**src/rtl/mem_arb_pkg.sv**
```systemverilog
// mem_arb_pkg
// Shared types and constants for the two-port to one-port BRAM arbiter.
//   owner_t    : which port owns the read data returning from the BRAM
//   DATA_W     : BRAM word width
//   WMASK_W    : number of byte enables per word
//   STARVE_W   : width of the instruction starvation counter
//   next_owner : response owner to load after a given grant decision
package mem_arb_pkg;

   localparam int DATA_W   = 32;
   localparam int WMASK_W  = 4;
   localparam int STARVE_W = 4;

   typedef enum logic [1:0] {
      OWN_NONE = 2'd0,
      OWN_I    = 2'd1,
      OWN_D    = 2'd2
   } owner_t;

   // Writes return nothing, so only read grants claim the next-cycle data.
   function automatic owner_t next_owner(input logic i_gnt,
                                         input logic d_gnt,
                                         input logic d_we);
      owner_t own;
      own = OWN_NONE;
      if (i_gnt) begin
         own = OWN_I;
      end else if (d_gnt && !d_we) begin
         own = OWN_D;
      end
      return own;
   endfunction

endpackage

```
**src/rtl/mem_arb_pick.sv**
```systemverilog
// mem_arb_pick
// Decides which requester wins the BRAM port this cycle.
// Build option: MEM_ARB_RR_EN
//   undefined : fixed data-over-instruction priority, with a saturating
//               starvation counter that forces an instruction grant once it
//               reaches STARVE_MAX.
//   defined   : round-robin between the two ports using a 1-bit record of
//               the last port granted; STARVE_MAX is ignored.
// Ports:
//   clk      in   clock
//   resetn   in   synchronous active-low reset; grants are held low while asserted
//   i_req_i  in   instruction request
//   d_req_i  in   data request
//   i_gnt_o  out  instruction port wins this cycle
//   d_gnt_o  out  data port wins this cycle (never together with i_gnt_o)
module mem_arb_pick
   import mem_arb_pkg::*;
#(
   parameter int STARVE_MAX = 4
) (
   input  logic clk,
   input  logic resetn,
   input  logic i_req_i,
   input  logic d_req_i,
   output logic i_gnt_o,
   output logic d_gnt_o
);

`ifdef MEM_ARB_RR_EN

   // 0 = instruction granted last, 1 = data granted last.
   logic last_q;
   logic last_d;

   always_comb begin
      i_gnt_o = 1'b0;
      d_gnt_o = 1'b0;
      last_d  = last_q;
      if (resetn) begin
         if (i_req_i && d_req_i) begin
            // On contention the port that did not win last time goes now.
            if (last_q) begin
               i_gnt_o = 1'b1;
            end else begin
               d_gnt_o = 1'b1;
            end
         end else begin
            i_gnt_o = i_req_i;
            d_gnt_o = d_req_i;
         end
      end
      if (i_gnt_o) begin
         last_d = 1'b0;
      end else if (d_gnt_o) begin
         last_d = 1'b1;
      end
   end

   always_ff @(posedge clk) begin
      if (!resetn) begin
         last_q <= 1'b0;
      end else begin
         last_q <= last_d;
      end
   end

`else

   localparam logic [STARVE_W-1:0] STARVE_LIM = STARVE_W'(STARVE_MAX);

   logic [STARVE_W-1:0] starve_cnt_q;
   logic [STARVE_W-1:0] starve_cnt_d;
   logic                force_i;

   always_comb begin
      force_i      = i_req_i && (starve_cnt_q == STARVE_LIM);
      i_gnt_o      = 1'b0;
      d_gnt_o      = 1'b0;
      starve_cnt_d = starve_cnt_q;
      if (resetn) begin
         i_gnt_o = i_req_i && (!d_req_i || force_i);
         d_gnt_o = d_req_i && !force_i;
      end
      // Count only consecutive denied cycles; saturate rather than wrap so
      // a forced grant cannot be skipped.
      if (!i_req_i || i_gnt_o) begin
         starve_cnt_d = '0;
      end else if (starve_cnt_q != STARVE_LIM) begin
         starve_cnt_d = starve_cnt_q + 1'b1;
      end
   end

   always_ff @(posedge clk) begin
      if (!resetn) begin
         starve_cnt_q <= '0;
      end else begin
         starve_cnt_q <= starve_cnt_d;
      end
   end

`endif

endmodule

```
**src/rtl/mem_arbiter.sv**
```systemverilog
// mem_arbiter
// Shares one single-port BRAM between the instruction-fetch port and the
// load/store port. One access per cycle; read data returns one cycle after
// the grant and is steered by a registered response owner.
// Build option: MEM_ARB_RR_EN selects round-robin arbitration instead of
// fixed data priority with starvation protection (see mem_arb_pick).
// Ports:
//   clk, resetn                 clock, synchronous active-low reset
//   i_req/i_addr                instruction read request and word address
//   i_gnt/i_rvalid/i_rdata      instruction grant, response valid, data
//   d_req/d_we/d_wmask/d_addr/d_wdata  data request, write flag, byte
//                               enables, word address, write data
//   d_gnt/d_rvalid/d_rdata      data grant, read response valid, data
//   mem_en/mem_we/mem_addr/mem_wdata   BRAM port drive
//   mem_rdata                   BRAM registered read data
module mem_arbiter
   import mem_arb_pkg::*;
#(
   parameter int ADDR_W     = 8,
   parameter int STARVE_MAX = 4
) (
   input  logic                clk,
   input  logic                resetn,
   input  logic                i_req,
   input  logic [ADDR_W-1:0]   i_addr,
   output logic                i_gnt,
   output logic                i_rvalid,
   output logic [DATA_W-1:0]   i_rdata,
   input  logic                d_req,
   input  logic                d_we,
   input  logic [WMASK_W-1:0]  d_wmask,
   input  logic [ADDR_W-1:0]   d_addr,
   input  logic [DATA_W-1:0]   d_wdata,
   output logic                d_gnt,
   output logic                d_rvalid,
   output logic [DATA_W-1:0]   d_rdata,
   output logic                mem_en,
   output logic [WMASK_W-1:0]  mem_we,
   output logic [ADDR_W-1:0]   mem_addr,
   output logic [DATA_W-1:0]   mem_wdata,
   input  logic [DATA_W-1:0]   mem_rdata
);

   owner_t owner_q;
   owner_t owner_d;

   mem_arb_pick #(
      .STARVE_MAX (STARVE_MAX)
   ) u_pick (
      .clk     (clk),
      .resetn  (resetn),
      .i_req_i (i_req),
      .d_req_i (d_req),
      .i_gnt_o (i_gnt),
      .d_gnt_o (d_gnt)
   );

   // BRAM port mux: everything is zero when nobody is granted.
   always_comb begin
      mem_en    = i_gnt | d_gnt;
      mem_we    = '0;
      mem_addr  = '0;
      mem_wdata = '0;
      if (d_gnt) begin
         mem_addr = d_addr;
         if (d_we) begin
            mem_we    = d_wmask;
            mem_wdata = d_wdata;
         end
      end else if (i_gnt) begin
         mem_addr = i_addr;
      end
   end

   always_comb begin
      owner_d = next_owner(i_gnt, d_gnt, d_we);
   end

   always_ff @(posedge clk) begin
      if (!resetn) begin
         owner_q <= OWN_NONE;
      end else begin
         owner_q <= owner_d;
      end
   end

   // Gating with resetn drops a response whose grant was followed
   // immediately by reset, before the owner register has been cleared.
   assign i_rvalid = resetn && (owner_q == OWN_I);
   assign d_rvalid = resetn && (owner_q == OWN_D);
   assign i_rdata  = mem_rdata;
   assign d_rdata  = mem_rdata;

endmodule

```
**config.mk**
```make
export PLATFORM = sky130hd
export DESIGN_NAME = mem_arbiter
export DESIGN_NICKNAME = d
export VERILOG_FILES = /design/src/rtl/mem_arb_pkg.sv /design/src/rtl/mem_arb_pick.sv /design/src/rtl/mem_arbiter.sv
export SDC_FILE = /design/constraint.sdc
export NUM_CORES = 1
export LEC_CHECK = 0
export ABC_AREA = 1
export CAP_MARGIN = 10
export CORE_MARGIN = 5
export CORE_UTILIZATION = 23
export CTS_CLUSTER_DIAMETER = 200
export DETAILED_ROUTE_END_ITERATION = 12
export PLACE_DENSITY = 0.84
export SYNTH_ARGS = -nofsm -noshare
export SYNTH_HDL_FRONTEND = slang
export SYNTH_SLANG_ARGS = --single-unit
export TNS_END_PERCENT = 1
```
**constraint.sdc**
```tcl
create_clock -name clk -period 1.86 [get_ports clk]
set_clock_uncertainty 0.2 [all_clocks]
set_input_delay 0.372 -clock clk [delete_from_list [all_inputs] [get_ports clk]]
set_output_delay 0.372 -clock clk [all_outputs]
set_load 0.02 [all_outputs]
```
==> results by group <==
Run status
  • Status: finished, violations left
  • Failing checks: negative setup slack

Worst setup path
  • Crit path max fanout: 39
  • End point of the critical path: mem_wdata[7]
  • Critical path origin: u_pick.starve_cnt_q[1]
  • Worst endpoint required time: 1.29 ns
  • Setup CP Type: reg2out
  • FF-to-FF End: u_pick.starve_cnt_q[3]
  • Reg2reg start: u_pick.starve_cnt_q[0]
  • R2R cell count: 6
  • Worst Path Arrival: 1.47 ns
  • Startpoint class of the critical path: flip-flop
  • Setup crit end kind: output port
  • Reg2Reg Setup Slack: 0.47 ns

Hold path
  • Worst Hold Class: reg2reg

Clock network
  • CTS Hold Bufs: 0
  • Worst-Skew Late Latency: 0.22 ns
  • H-tree depth: 1
  • Clk slew on worst S/H paths: 0.04 ns
  • Root Driver: clkbuf_8
  • CTS tree: built
  • Clock sinks: 6
  • CTS max path bufs: 2
  • CTS buffer count: 3

Routing
  • Routed wl met2: 2210 um
  • # DRC: 0
  • Vias per inst: 4.27
  • Met1 Wirelength: 1470 um
  • Wire length per cell: 13.4 um
  • DRT Pass-1 Iters: 4
  • Highest Signal Layer: met4
  • Final wirelength: 4470 um
  • Met3 wire len: 503 um
  • Routed Antenna Nets: 0
  • Via Count: 1425
  • DR iter-0 viols: 67

Placement
  • Routability cong.: 0.881
  • DP Wirelength: 3700 um
  • I/O Buffers: 105
  • Pre-CTS setup slack: -0.844 ns
  • Placed cell count: 331

Floorplanning
  • Row count: 26
  • Die Ht: 83.8 um
  • Top-Level Pins: 202
  • Core Area: 0.00520 sq mm
  • Horiz. Die Dim: 83.8 um
  • Die area: 0.00703 sq mm
  • Starting Density: 0.241

Yosys
  • Top cell type's share of synthesized area: 0.383
  • Compound-Gate Fraction of Synth Area: 0.0140
  • Largest area contributor in the netlist: buf_4
  • Xor and xnor fraction of the mapped netlist area: 0.00699
  • Synth top area cells: buf_4 38%, nand2_1 17%, nor2_1 13%
  • EDFF count, synth: 0
  • Largest family of logic cells by synthesized area: buffers and inverters
  • Synth Register Bits: 6
  • Simple-Gate Fraction of Synth Area: 0.410
  • Unique masters post-synth: 17
  • Async S/R FF share, synth: 0
  • Cells after synthesis: 218
  • Ys Warns: 0
  • Top cells by count, synth: 64 x buf_4, 58 x nand2_1, 45 x nor2_1
  • Syn avg cell area: 5.75 sq um
  • Synth Area in Adders: 0.0200
  • Count leader, synth: buf_4
  • Mapped Area: 0.00125 sq mm
  • Post-Syn Nets: 309
  • Top_reg_cell synth: dfxtp_1
  • Mux contribution to synthesized area: 0
  • Sequential area share after synthesis: 0.0958

Power
  • Total leakage power: 0.949 nW
  • Worst IR Drop VDD: 139 uV
  • Total power: 661 uW
  • Pwr dens: 343 mW/mm^2

Timing
  • Tmin final: 2.04 ns
  • Slew Viols, Final: 0
  • Worst-Margin Slew: 0.222 ns
  • Final WS setup: -0.180 ns
  • Final period util: 1.10
  • RSZ-0062 raised after global routing: yes
  • Headroom to the max-slew limit: 0.852
  • Max Freq: 490 MHz
  • Final hold slack: 0.394 ns
  • Final Hold Viols: 0
  • Final number of setup-violating endpoints: 47

Finish
  • Share of layout cells above drive strength 1: 0.280
  • Final Non-Filler Cells: 334
  • Diodes inserted: 0
  • Fin util: 0.370
  • Nets@finish: 357
  • Synth-to-layout area growth: 53.6%

GRT
  • Largest net degree at the start of global routing: 40
  • Initial antenna violation count: 0
  • Global route overflow: 0
  • First-pass GRT wire length: 6760 um
  • Vias in the first global route: 1406
  • GRT Resource Usage Total: 0.115

Flow run
  • Maxcap violations: 0
## state kept, by name (all words and copies together), names as in the netlist
name                 count
owner_q                  2
u_pick.starve_cnt_q      4
## where the power goes
group,internal (mW),switching [mW]
Combinational,0.181,0.150
Clock,0.139,0.0570
Sequential,0.133,0.00158
## kinds of logic (layout without fill, tap and decap cells)
family,count (synthesis),in the layout
DFF,6,6
and+or+nand+nor,124,124
adders and majority gates,2,2
AOI/OAI and AO/OA,3,3
buffers and inverters,82,128
xor gates and xnor gates,1,1
## critical path: stages (launching register included)
cell	delay (ns)
dfxtp_1	0.32
inv_1	0.07
ha_4	0.18
nand4_4	0.09
nand3_2	0.10
buf_12	0.18
nor2_1	0.13
buf_4	0.16
## area by class of cell
type,instances,area [sq um]
clock buffer,3,41.3
fill,576,3280
inverter,7,27.5
multi-input combinational,130,599
sequential,6,121
tap,70,87.6
timing repair buffer,118,1050
## timing repair
action,CTS,global route
buffers inserted,0,0
endpoints found under the setup margin,49,48
pin swaps,1,0
resized for setup,228,11
endpoints found under the hold margin,0,0
cloned,0,0
## metal layers
metal  vias to the layer above  GRT usage
li1                        700          -
met1                       593     0.0988
met2                        92      0.213
met3                        40     0.0385
met4                         0     0.0950
met5                         -          0
## how the worst min path moves through the flow
stage,end,slack (ns),from,cells after the start
after floorplan,u_pick.starve_cnt_q[1],0.32,u_pick.starve_cnt_q[1],4
after global placement,u_pick.starve_cnt_q[0],0.38,u_pick.starve_cnt_q[0],5
after detailed placement,u_pick.starve_cnt_q[0],0.41,u_pick.starve_cnt_q[0],5
after CTS,u_pick.starve_cnt_q[0],0.40,u_pick.starve_cnt_q[0],5
after global routing,owner_q[1],0.43,d_we,3
final,u_pick.starve_cnt_q[0],0.39,u_pick.starve_cnt_q[0],5
## layout by cell type (no fill, tap or decap)
cell             count
nand3_1             11
ha_1                 1
a21oi_1              2
inv_1                5
nor2_1              43
dlymetal6s2s_1       1
nor2_2               2
clkbuf_2             1
buf_4               42
nand4_1              8
clkinv_2             1
buf_12               2
clkdlybuf4s15_2      5
dfxtp_2              1
nand2_4              1
buf_6                2
clkdlybuf4s50_1     52
xor2_1               1
nand3_2              1
clkbuf_8             3
dlygate4sd2_1        3
o21a_1               1
nand2_1             57
inv_2                1
ha_4                 1
dfxtp_1              5
buf_2               10
nand4_4              1
## through the flow
step	instance area, sq um	TNS, ns
global placement	1970	-32.20
global route	1930	-10.27
CTS	1930	-7.72
finish	1930	-6.89
detailed placement	1970	-35.94
floorplan	1250	-0.806
No activity file was read; power rests on OpenSTA's default activity.
